<file path="src/rtl/mult_div_unit.sv">
// mult_div_unit
//   Multi-cycle HI/LO multiply/divide unit for the MIPS datapath. It owns the
//   architectural HI and LO registers. MULT/MULTU/DIV/DIVU run one radix-2
//   step per cycle for WIDTH cycles, then one cycle to fix up signs and write
//   back. MTHI/MTLO write HI/LO directly from IDLE.
//
// Ports
//   clk    : rising-edge clock
//   reset  : asynchronous active-high reset
//   start  : one-cycle issue strobe (only looked at in IDLE)
//   op     : 0 MULT, 1 MULTU, 2 DIV, 3 DIVU, 4 MTHI, 5 MTLO, 6/7 ignored
//   a, b   : rs / rt operands, sampled on the start edge only
//   flush  : cancels an in-flight mult/div without touching HI/LO
//   busy   : high while CALC or FIX
//   done   : registered one-cycle pulse when a mult/div writes HI/LO
//   hi, lo : architectural HI and LO registers
//
// state | meaning
// ------+-----------------------------------------------------------
// IDLE  | waiting for start; MTHI/MTLO are written from here
// CALC  | one shift-add / restoring shift-subtract step per cycle
// FIX   | apply result signs, write HI/LO, pulse done
module mult_div_unit #(
  parameter int WIDTH = 32
) (
  input  logic             clk,
  input  logic             reset,
  input  logic             start,
  input  logic [2:0]       op,
  input  logic [WIDTH-1:0] a,
  input  logic [WIDTH-1:0] b,
  input  logic             flush,
  output logic             busy,
  output logic             done,
  output logic [WIDTH-1:0] hi,
  output logic [WIDTH-1:0] lo
);

  localparam int CW = $clog2(WIDTH);

  localparam logic [2:0] OP_MULT  = 3'd0;
  localparam logic [2:0] OP_DIV   = 3'd2;
  localparam logic [2:0] OP_DIVU  = 3'd3;
  localparam logic [2:0] OP_MTHI  = 3'd4;
  localparam logic [2:0] OP_MTLO  = 3'd5;

  typedef enum logic [1:0] {
    IDLE = 2'd0,
    CALC = 2'd1,
    FIX  = 2'd2
  } state_t;

  state_t state, state_next;

  logic [WIDTH-1:0]   mag_a, mag_b;
  logic [2*WIDTH-1:0] acc, acc_step;
  logic [CW-1:0]      cnt;
  logic               is_div, neg_q, neg_r, div_zero;

  logic               issue_md, issue_mt, write_res;
  logic               op_signed, a_neg, b_neg;
  logic [WIDTH-1:0]   abs_a, abs_b;

  logic [WIDTH-1:0]   rem_cur;
  logic [WIDTH:0]     trial, diff;

  logic [2*WIDTH-1:0] prod;
  logic [WIDTH-1:0]   quo, rem;
  logic [WIDTH-1:0]   res_hi, res_lo;

  // ---------------- control ----------------
  always_ff @(posedge clk or posedge reset) begin
    if (reset) state <= IDLE;
    else       state <= state_next;
  end

  // flush wins over both a simultaneous start in IDLE and the FIX write-back.
  always_comb begin
    state_next = state;
    issue_md   = 1'b0;
    issue_mt   = 1'b0;
    write_res  = 1'b0;
    case (state)
      IDLE: begin
        if (start && !flush) begin
          if (op <= OP_DIVU) begin
            issue_md   = 1'b1;
            state_next = CALC;
          end else if (op == OP_MTHI || op == OP_MTLO) begin
            issue_mt = 1'b1;
          end
        end
      end
      CALC: begin
        if (flush)                state_next = IDLE;
        else if (cnt == '0)       state_next = FIX;
      end
      FIX: begin
        state_next = IDLE;
        write_res  = !flush;
      end
      default: state_next = IDLE;
    endcase
  end

  assign busy = (state == CALC) || (state == FIX);

  // ---------------- operand capture ----------------
  always_comb begin
    op_signed = (op == OP_MULT) || (op == OP_DIV);
    a_neg     = op_signed & a[WIDTH-1];
    b_neg     = op_signed & b[WIDTH-1];
    // most-negative maps onto itself, which is its correct unsigned magnitude
    abs_a     = a_neg ? -a : a;
    abs_b     = b_neg ? -b : b;
  end

  // ---------------- one iteration ----------------
  // Both algorithms walk the operand MSB-first using the down-counter as the
  // bit index. Divide keeps the partial remainder in acc[2W-1:W] and shifts
  // quotient bits into acc[W-1:0].
  always_comb begin
    rem_cur = acc[2*WIDTH-1:WIDTH];
    trial   = {rem_cur, mag_a[cnt]};
    diff    = trial - {1'b0, mag_b};
    if (is_div) begin
      if (diff[WIDTH]) acc_step = {trial[WIDTH-1:0], acc[WIDTH-2:0], 1'b0};
      else             acc_step = {diff[WIDTH-1:0],  acc[WIDTH-2:0], 1'b1};
    end else begin
      acc_step = (acc << 1) + {{WIDTH{1'b0}}, ({WIDTH{mag_b[cnt]}} & mag_a)};
    end
  end

  // ---------------- sign fix-up ----------------
  // Overflow (most-negative / -1) needs no special case: magnitude quotient
  // 2^(W-1) negated wraps back to most-negative, remainder is 0.
  always_comb begin
    prod   = neg_q ? -acc : acc;
    quo    = neg_q ? -acc[WIDTH-1:0] : acc[WIDTH-1:0];
    rem    = neg_r ? -acc[2*WIDTH-1:WIDTH] : acc[2*WIDTH-1:WIDTH];
    res_hi = prod[2*WIDTH-1:WIDTH];
    res_lo = prod[WIDTH-1:0];
    if (div_zero) begin
      res_lo = '1;
      res_hi = neg_r ? -mag_a : mag_a;   // reconstructs the original dividend
    end else if (is_div) begin
      res_lo = quo;
      res_hi = rem;
    end
  end

  // ---------------- datapath registers ----------------
  always_ff @(posedge clk or posedge reset) begin
    if (reset) begin
      mag_a    <= '0;
      mag_b    <= '0;
      acc      <= '0;
      cnt      <= '0;
      is_div   <= 1'b0;
      neg_q    <= 1'b0;
      neg_r    <= 1'b0;
      div_zero <= 1'b0;
      done     <= 1'b0;
      hi       <= '0;
      lo       <= '0;
    end else begin
      done <= write_res;
      if (issue_md) begin
        mag_a    <= abs_a;
        mag_b    <= abs_b;
        is_div   <= op[1];
        neg_q    <= a_neg ^ b_neg;
        neg_r    <= a_neg;
        div_zero <= op[1] && (b == '0);
        acc      <= '0;
        cnt      <= CW'(WIDTH-1);
      end else if (state == CALC && !flush) begin
        acc <= acc_step;
        cnt <= cnt - CW'(1);
      end
      if (issue_mt) begin
        if (op == OP_MTHI) hi <= a;
        else               lo <= a;
      end
      if (write_res) begin
        hi <= res_hi;
        lo <= res_lo;
      end
    end
  end

endmodule

</file>
<file path="config.mk">
export PLATFORM = sky130hd
export DESIGN_NAME = mult_div_unit
export DESIGN_NICKNAME = d
export VERILOG_FILES = /design/src/rtl/mult_div_unit.sv
export SDC_FILE = /design/constraint.sdc
export NUM_CORES = 1
export LEC_CHECK = 0
export CAP_MARGIN = 0
export CORE_UTILIZATION = 45
export CTS_CLUSTER_DIAMETER = 120
export DETAILED_ROUTE_END_ITERATION = 7
export GPL_ROUTABILITY_DRIVEN = 0
export GPL_TIMING_DRIVEN = 1
export PLACE_DENSITY = 0.66
export SLEW_MARGIN = 20
export SYNTH_ARGS = -nofsm -noshare
export SYNTH_HDL_FRONTEND = slang
export SYNTH_SLANG_ARGS = --single-unit
</file>
<file path="constraint.sdc">
create_clock -name clk -period 13 [get_ports clk]
set_clock_uncertainty 0.15 [all_clocks]
set_input_delay 1.3 -clock clk [delete_from_list [all_inputs] [get_ports clk]]
set_output_delay 1.3 -clock clk [all_outputs]
set_load 0.005 [all_outputs]
</file>
## Word-level counts from Yosys, hierarchy flattened

Cells that the tools add are included.

- Register bits after elaboration: 204

- $add $sub $neg: 9
- $lt $le $gt $ge: 2
- Eq/ne operators: 9
- Multiplexer cells: 39
- Bitwise operators: 4
- Reduce and logical (&&, ||, !) cells: 17

Operator list:

| kind | count |
|---|---|
| two-way mux 32 bit | 15 |
| two-way mux 64 bit | 5 |
| negation 32 bit | 5 |
| adder 64 x 32 -> 64 bit | 1 |
| negation 64 bit | 1 |
| subtractor 33 x 32 -> 33 bit | 1 |
| bitwise AND 32 bit | 1 |
| zero test 32 bit | 1 |
| binary-select mux 1 bit (select 5 bit) | 2 |
| two-way mux 1 bit | 10 |
| two-way mux 5 bit | 2 |
| two-way mux 2 bit | 4 |
| equality test 3 bit (second input constant) | 2 |
| < comparator 5 x 6 -> 1 bit (second input constant) | 1 |
| inequality test 2 bit (second input constant) | 3 |
| nonzero test 2 bit | 3 |
| zero test 5 bit | 1 |
| subtractor 5 x 1 -> 5 bit (second input constant) | 1 |
| case mux 2 bit (2 select lines) | 1 |
| AND reduction 2 bit | 2 |
| equality test 3 x 2 -> 1 bit (second input constant) | 1 |
| less-or-equal comparator 3 x 2 -> 1 bit (second input constant) | 1 |
| logical AND 1 bit | 3 |
| zero test 3 bit | 1 |
| other kinds (9) | 12 |

## Depth between registers and ports, before layout

Gate-level depths: netlist of run 1.

- Word-level depth: 8
- Mapped depth: 18
- Gate-level depth less buffers: 15

## Least setup slack after synthesis of run 1

No wires, ideal clock.

- Kind: reg-to-reg
- Start: register cnt[0]
- End: register acc[33]
- Setup time: 131 ps
- Data arrival time: 5199 ps
- Path slack: 7520 ps
- Cell stages (with the launch flop): 19
- Path buffers: 3
- Period minus slack after synthesis: 5480 ps
- Cell sequence: dfrtp_1 -> clkbuf_1 -> clkbuf_1 -> mux4_2 -> mux4_2 -> mux2i_1 -> ha_1 -> inv_1 -> fa_1 -> a211oi_1 -> o21a_1 -> a211o_1 -> a21oi_1 -> o21a_1 -> a21oi_1 -> clkbuf_1 -> mux2_2 -> a22oi_1 -> o21ai_0

- Cells in the longest elaborated chain, start to end: 7

Ends and longest elaborated chain:

| what | line | RTL |
|---|---|---|
| start, declared | 57 | `logic [CW-1:0] cnt;` |
| start signal, assigned | 176 | `cnt <= CW'(WIDTH-1);` |
| start signal, assigned | 179 | `cnt <= cnt - CW'(1);` |
| binary-select mux 1 bit (select 5 bit), on equally long branches | 130, 124 |  |
| two-way mux 1 bit, on equally long branches | 130, 124 |  |
| bitwise AND 32 bit or subtractor 33 x 32 -> 33 bit (tied branches) | 130, 125 |  |
| adder 64 x 32 -> 64 bit or two-way mux 64 bit (tied branches) | 130, 127 |  |
| two-way mux 64 bit (*) | 126 | `if (is_div) begin` |
| two-way mux 64 bit (*) | 177 | `end else if (state == CALC && !flush) begin` |
| two-way mux 64 bit (*) | 168 | `if (issue_md) begin` |
| end signal, assigned | 178 | `acc <= acc_step;` |
| end, declared | 56 | `logic [2*WIDTH-1:0] acc, acc_step;` |

Every way passes the cells marked *; elsewhere a longest branch is shown, timed or not. The select of a mux whose other input is x is not followed.
A chain may end at the register's enable or synchronous reset.

## Worst setup path after layout of run 1

- Start: register cnt[1]
- End: register acc[57]

Same word-level chain as after synthesis.

==> results.json, run 1 <==
{
  "status": "completed",
  "first_global_vias": 16783,
  "core_area_um2": 38650,
  "cp.required_ps": 13280,
  "hpwlAfterDp_um": 46860,
  "worst_slack_placed_ps": 7255,
  "cpMaxStageDelayCell": "sky130_fd_sc_hd__a2111oi_1",
  "io-pin-count": 137,
  "crit_chain": "mux4_2 > mux4_2 > mux2i_2 > buf_4 > nor2b_1 > ha_1 > nand4_1 > nor3_1 > o211ai_1 > nand2_1 > o2111ai_1 > a2111oi_1 > nand4_1 > mux2i_1 > a21oi_1",
  "tritoncts_num_sinks": 204,
  "fp.dieH_um": 200.1,
  "area_enclosed_by_the_die_boundary_um2": 40040,
  "final.setup.tns_ps": 0,
  "power_frac_comb_pct": 58.4,
  "post_cts_resized": 0,
  "layout_common_cells": "sky130_fd_sc_hd__nand2_1, sky130_fd_sc_hd__o21ai_0, sky130_fd_sc_hd__dfrtp_1",
  "clock_tree.root_cell": "sky130_fd_sc_hd__clkbuf_16",
  "achievable-frequency_ghz": 0.1727,
  "numPortBuffers": 136,
  "hold_violations": 0,
  "power_switching_w": 0.002542,
  "cp-startpoint": "cnt[1]$_DFFE_PP0P_",
  "internal_power_w": 0.002691,
  "synth_area_per_inst_um2": 8.035,
  "worstSetupStartpointType": "register",
  "area_growth_syn_to_layout_pct": 14.49,
  "ys_ff_latch": 204,
  "vias_cell": 6.389,
  "antenna_violations_before_repair": 0,
  "power.share.switching_pct": 48.58,
  "synthDistinctLibCells": 79,
  "cts_hold_buffers": 0,
  "initialDrtViolationCount": 1924,
  "tightestPinTransition_ps": 1040,
  "setup_viol": 0,
  "grt_resource_usage_total_pct": 31.44,
  "routed-via-count": 17741,
  "grt_util_met1_pct": 40.16,
  "timing.hold.ws_ps": 355.9,
  "hold_path_startpoint": "mag_b[15]$_DFFE_PP0P_",
  "finalMaxSlewViolations": 0,
  "worst_skew_pair.late_latency_ps": 570,
  "rows": 72,
  "synth.yosys.warnings": 0,
  "synth_edf_count": 0,
  "fin_cells": 2777,
  "critical_path_class": "register to register",
  "place.detailed.instances": 2731,
  "worst_ep_arrival_time_ps": 6070,
  "post-synth-top-area-fraction_pct": 28.91,
  "share_of_total_power_in_sequential_cells_pct": 27.1,
  "fraction_of_the_yosys_area_taken_by_sequential_cells_pct": 28.91,
  "ir_drop_mv": 0.1759,
  "grt.busiest_layer": "met2",
  "detail-route-antenna-nets": 0,
  "fp.dieW_um": 200.1,
  "critPathCaptureType": "register",
  "grt_max_degree": 136,
  "drive_above_1_share_pct": 5.622,
  "numCtsBuffers": 25,
  "routed_wirelength_um": 63820,
  "layout.cells.most_common": "sky130_fd_sc_hd__nand2_1",
  "drc": 0,
  "synthCells": 2198,
  "max-cap-violations": 0,
  "post_cts.repair.setup_buffers": 0,
  "grt_use_met2_pct": 50.78,
  "worst_hold_path_type": "register to register",
  "top_area_cells_in_the_synthesized_netlist": "sky130_fd_sc_hd__dfrtp_1, sky130_fd_sc_hd__nand2_1, sky130_fd_sc_hd__o21ai_0",
  "worstReg2RegStart": "cnt[1]$_DFFE_PP0P_",
  "synth-main-ff-cell": "sky130_fd_sc_hd__dfrtp_1",
  "post-route-min-period_ps": 5790,
  "ctsLongestPathBuffers": 3,
  "synth_top_cell_by_area": "sky130_fd_sc_hd__dfrtp_1",
  "post_synth_instance_area_um2": 17660,
  "tritoncts_clock_tree": "yes",
  "layout.nets": 2387,
  "worst_setup_hold_path_clk_slew_ps": 60,
  "min_period_over_period_pct": 44.54,
  "total_leakage_power_nw": 8.053,
  "htreeDepth": 1,
  "pwr_dens_nw_per_um2": 258.8,
  "grt_setup_unrepaired": "no",
  "grt-ovfl-total": 0,
  "setup_ws_final_ps": 7210,
  "synthArstFlopShare_pct": 100.0,
  "clockPowerShare_pct": 14.5,
  "critical-path-max-stage-delay_ps": 950,
  "route.detailed.wl_per_inst_um": 22.98,
  "synthesis.nets": 2345,
  "grt_first_pass_wirelength_um": 99530,
  "crit_path_max_fanout": 32,
  "tritonroute_pass_1_iters": 6,
  "antenna_cells": 0,
  "start_util_pct": 45.70,
  "groute.layer.met3.usage_pct": 5.288,
  "slew_headroom_pct": 30.58
}
flip-flops by register name, summed over array words and instances, names as in the netlist:
name      cells
acc          64
hi           32
lo           32
mag_a        32
mag_b        32
cnt           5
state         2
div_zero      1
done          1
is_div        1
neg_q         1
neg_r         1
stage by stage:
step | total power (W) | area (um2) | util, %
3_3_place_gp | 0.004333 | 19330 | 50.03
6_report | 0.005233 | 20220 | 52.32
2_1_floorplan | 0.003360 | 17660 | -
4_1_cts | 0.005167 | 20220 | 52.31
3_5_place_dp | 0.004394 | 19340 | 50.03
5_1_grt | 0.005596 | 20220 | 52.32
power groups by stage:
stage / Sequential, W / Combinational (W) / Clock [W]
2_1_floorplan: 0.00114 / 0.00222 / 0
3_3_place_gp: 0.00140 / 0.00293 / 0
3_5_place_dp: 0.00140 / 0.00299 / 0
4_1_cts: 0.00140 / 0.00301 / 0.000767
5_1_grt: 0.00145 / 0.00336 / 0.000791
6_report: 0.00142 / 0.00306 / 0.000758
synth_stat cells (all sizes together) (15+ instances only):
cell type  number
nor4           29
xnor2          98
o21a           15
nand3          42
mux4           20
nor3           48
a21oi         158
mux2           15
o31ai          43
a32oi          30
buf            15
nand2         299
and3           21
o21ai         211
dfrtp         204
or4            16
nand2b         19
o211ai         29
a211oi         28
or3            19
o41ai          24
a21o           17
inv            74
a31oi          25
nor2b          42
nor2          121
clkbuf        128
xor2          110
nand4          23
ha             74
mux2i          43
logic make-up after synthesis:
family                   share of synthesized area, %
AO/OA/AOI/OAI                                   24.69
adder cells (fa/ha/maj)                         5.469
XOR/XNOR                                        10.32
buffers and inverters                           4.690
AND/OR/NAND/NOR                                 19.99
multiplexers                                    5.944
flip-flops                                      28.91
critical path, delay by kind of cell (launching register included):
kind                     cells  cell delay (ps)
adder cells (fa/ha/maj)      1              420
buffers and inverters        1              370
flip-flops                   1              860
multiplexers                 4             1270
AO/OA/AOI/OAI                4             1550
AND/OR/NAND/NOR              5              990
layout make-up:
cell class / instances / area (um2)
flip-flops and latches: 204 / 5106
fillers: 3682 / 18430
repair buffers: 158 / 1530
well taps: 518 / 648.1
clock buffers: 39 / 748.2
multi-input cells: 1776 / 11770
clock inverters: 7 / 131.4
inverters: 75 / 289.0
worst paths after layout:
check	end	slack [ps]	cells after the start
worst max-delay path	acc[57]$_DFFE_PP0P_	7210	15
worst min-delay path	mag_b[15]$_DFFE_PP0P_	360	2
worst max register to register	acc[57]$_DFFE_PP0P_	7210	15
worst min register to register	mag_b[15]$_DFFE_PP0P_	360	2
max in group asynchronous	is_div$_DFFE_PP0P_	9890	3
min in group asynchronous	done$_DFF_PP0_	1190	2
metal layers:
metal	share of wire, %	up-vias	routed length [um]
met2	45	932	28980
li1	-	8124	-
met3	8.4	182	5338
met1	40	8503	25430
met4	6.4	0	4068
met5	0	-	0
No activity file was read; power rests on OpenSTA's default activity.
==> run 2: changes to the inputs <==
- clock period: 13 -> 5.4 ns (I/O delays scaled with it)
==> run 2 against run 1 <==
  * Cell count grew 1.5%
  * Worst setup slack lost 6900 ps
  * Utilization grew 1.0 points
  * Global-route usage grew 0.98 points
  * Sequential power grew 130%
  * Design area grew 2.0%
  * Combinational power grew to 2.5 times the previous value
  * Sequential cell count is the same
  * Wire length grew 1.6%
  * Non-clock buffer count grew 40
  * First-iteration DRC count shrank 1.1%
  * Largest cell class unchanged
==> results.json, run 2 (synthesized netlist as in run 1, its figures left out) <==
{
  "status": "completed",
  "clock_tree.root_cell": "sky130_fd_sc_hd__clkbuf_16",
  "drc": 0,
  "antenna_cells": 0,
  "route.detailed.wl_per_inst_um": 23.01,
  "ir_drop_mv": 0.3464,
  "grt_max_degree": 77,
  "hold_violations": 0,
  "critPathCaptureType": "register",
  "post-route-min-period_ps": 5117,
  "worst_hold_path_type": "register to register",
  "clockPowerShare_pct": 14.8,
  "routed-via-count": 17918,
  "min_period_over_period_pct": 94.76,
  "slew_headroom_pct": 22.88,
  "finalMaxSlewViolations": 0,
  "worst_skew_pair.late_latency_ps": 570,
  "tritonroute_pass_1_iters": 6,
  "detailed_place.area_um2": 19650,
  "io-pin-count": 137,
  "fp.dieW_um": 200.1,
  "layout_common_cells": "sky130_fd_sc_hd__nand2_1, sky130_fd_sc_hd__o21ai_0, sky130_fd_sc_hd__dfrtp_1",
  "worst_ep_arrival_time_ps": 5400,
  "cp.required_ps": 5690,
  "reg2regPathDepth": 18,
  "power_switching_w": 0.006192,
  "critical_path_class": "register to register",
  "vias_cell": 6.356,
  "worstSetupStartpointType": "register",
  "area_enclosed_by_the_die_boundary_um2": 40040,
  "grt-ovfl-total": 0,
  "hpwlAfterDp_um": 48260,
  "routed_wirelength_um": 64860,
  "cell_area_after_layout_um2": 20610,
  "post_cts.repair.setup_buffers": 0,
  "fp.dieH_um": 200.1,
  "antenna_violations_before_repair": 0,
  "area_growth_syn_to_layout_pct": 16.73,
  "start_util_pct": 45.70,
  "crit_path_max_fanout": 24,
  "achievable-frequency_ghz": 0.1954,
  "numCtsBuffers": 26,
  "grt_first_pass_wirelength_um": 102000,
  "setup_viol": 0,
  "htreeDepth": 1,
  "worst_setup_hold_path_clk_slew_ps": 60,
  "internal_power_w": 0.006727,
  "total_leakage_power_nw": 8.293,
  "rows": 72,
  "core_area_um2": 38650,
  "power_frac_comb_pct": 60.1,
  "flip_flop_count_of_the_largest_register_after_layout": 64,
  "tritoncts_num_sinks": 204,
  "final.setup.tns_ps": 0,
  "max-cap-violations": 0,
  "pwr_dens_nw_per_um2": 626.7,
  "share_of_total_power_in_sequential_cells_pct": 25.1,
  "power.share.switching_pct": 47.93,
  "tritoncts_clock_tree": "yes",
  "first_global_vias": 17272,
  "numPortBuffers": 136,
  "ctsLongestPathBuffers": 3,
  "tightestPinTransition_ps": 1153,
  "largest-register": "acc",
  "detail-route-antenna-nets": 0,
  "grt_setup_unrepaired": "no",
  "layout.cells.most_common": "sky130_fd_sc_hd__nand2_1",
  "layout.nets": 2428,
  "hold_path_depth": 2,
  "cts_hold_buffers": 0,
  "drive_above_1_share_pct": 7.649,
  "initialDrtViolationCount": 1902,
  "grt_resource_usage_total_pct": 32.43
}
==> run 2: cell count changes in the layout (fill, tap and decap cells not counted), sizes merged <==
cell      change
buf          +40
clkinv        +5
bufinv        +1
inv           -2
clkbuf        -3
clkinvlp      +1
==> run 2: per-layer routing <==
| layer | global-route usage [%] | up-vias | routed length (um) |
|---|---|---|---|
| met5 | 0 | - | 0 |
| met4 | 18.43 | 0 | 4148 |
| met3 | 5.386 | 237 | 5348 |
| met2 | 51.93 | 926 | 29560 |
| met1 | 41.50 | 8537 | 25800 |
| li1 | - | 8218 | - |
==> run 2: per-stage QoR <==
| stage | cells | util [%] | power [W] | hold WS [ps] | worst slack (ps) |
|---|---|---|---|---|---|
| after floorplan | 2198 | - | 0.008095 | 316.1 | 77.35 |
| after global placement | 2771 | 50.85 | 0.01064 | 346.2 | 241.1 |
| after detailed placement | 2771 | 50.85 | 0.01078 | 350.3 | 146.9 |
| after CTS | 2819 | 53.27 | 0.01272 | 359.0 | 105.5 |
| after global routing | 2819 | 53.34 | 0.01383 | 384.8 | 28.47 |
| final | 2819 | 53.34 | 0.01292 | 355.1 | 282.9 |
==> run 2: power by group through the flow <==
stage	Combinational [W]	Clock [W]	Sequential, W
floorplan	0.00535	0	0.00275
global placement	0.00744	0	0.00320
detailed placement	0.00756	0	0.00323
CTS	0.00759	0.00193	0.00320
global route	0.00851	0.00199	0.00333
finish	0.00777	0.00191	0.00324
==> run 2: final timing paths <==
kind | slack (ps) | start | to
hold / removal | 360 | mag_b[3]$_DFFE_PP0P_ | mag_b[3]$_DFFE_PP0P_
min in group asynchronous | 370 | reset | hi[3]$_DFFE_PP0P_
setup / recovery | 280 | cnt[0]$_DFFE_PP0P_ | acc[58]$_DFFE_PP0P_
max in group asynchronous | 3440 | reset | acc[54]$_DFFE_PP0P_
hold reg to reg | 360 | mag_b[3]$_DFFE_PP0P_ | mag_b[3]$_DFFE_PP0P_
setup reg to reg | 280 | cnt[0]$_DFFE_PP0P_ | acc[58]$_DFFE_PP0P_
==> run 2: worst max-delay path, cell delays in order (launching register included) <==
cell                        delay [ps]
sky130_fd_sc_hd__dfrtp_1           370
sky130_fd_sc_hd__buf_12            190
sky130_fd_sc_hd__mux4_2            510
sky130_fd_sc_hd__mux4_2            500
sky130_fd_sc_hd__mux2i_2           220
sky130_fd_sc_hd__buf_12            210
sky130_fd_sc_hd__nor2b_1            70
sky130_fd_sc_hd__ha_1              350
sky130_fd_sc_hd__a21oi_1           200
sky130_fd_sc_hd__o21ai_0           190
sky130_fd_sc_hd__a2111oi_1         340
sky130_fd_sc_hd__and3b_1           290
sky130_fd_sc_hd__o31ai_1           110
sky130_fd_sc_hd__buf_4             170
sky130_fd_sc_hd__a221oi_4          280
sky130_fd_sc_hd__buf_4             240
sky130_fd_sc_hd__nor3_1             70
sky130_fd_sc_hd__a311oi_1          360
sky130_fd_sc_hd__o31ai_1           120
==> run 2: layout make-up <==
cell class | count | area, um2
Clock buffer | 36 | 758.2
Clock inverter | 12 | 177.7
Fill cell | 3614 | 18030
Inverter | 75 | 285.3
Multi-Input combinational cell | 1776 | 11790
Sequential cell | 204 | 5107
Tap cell | 518 | 648.1
Timing Repair Buffer | 198 | 1852
==> run 2: what timing repair did <==
action                                  4_1_cts  5_1_grt
endpoints found under the hold margin         0        0
resized for setup                             0        7
endpoints found under the setup margin        0       24
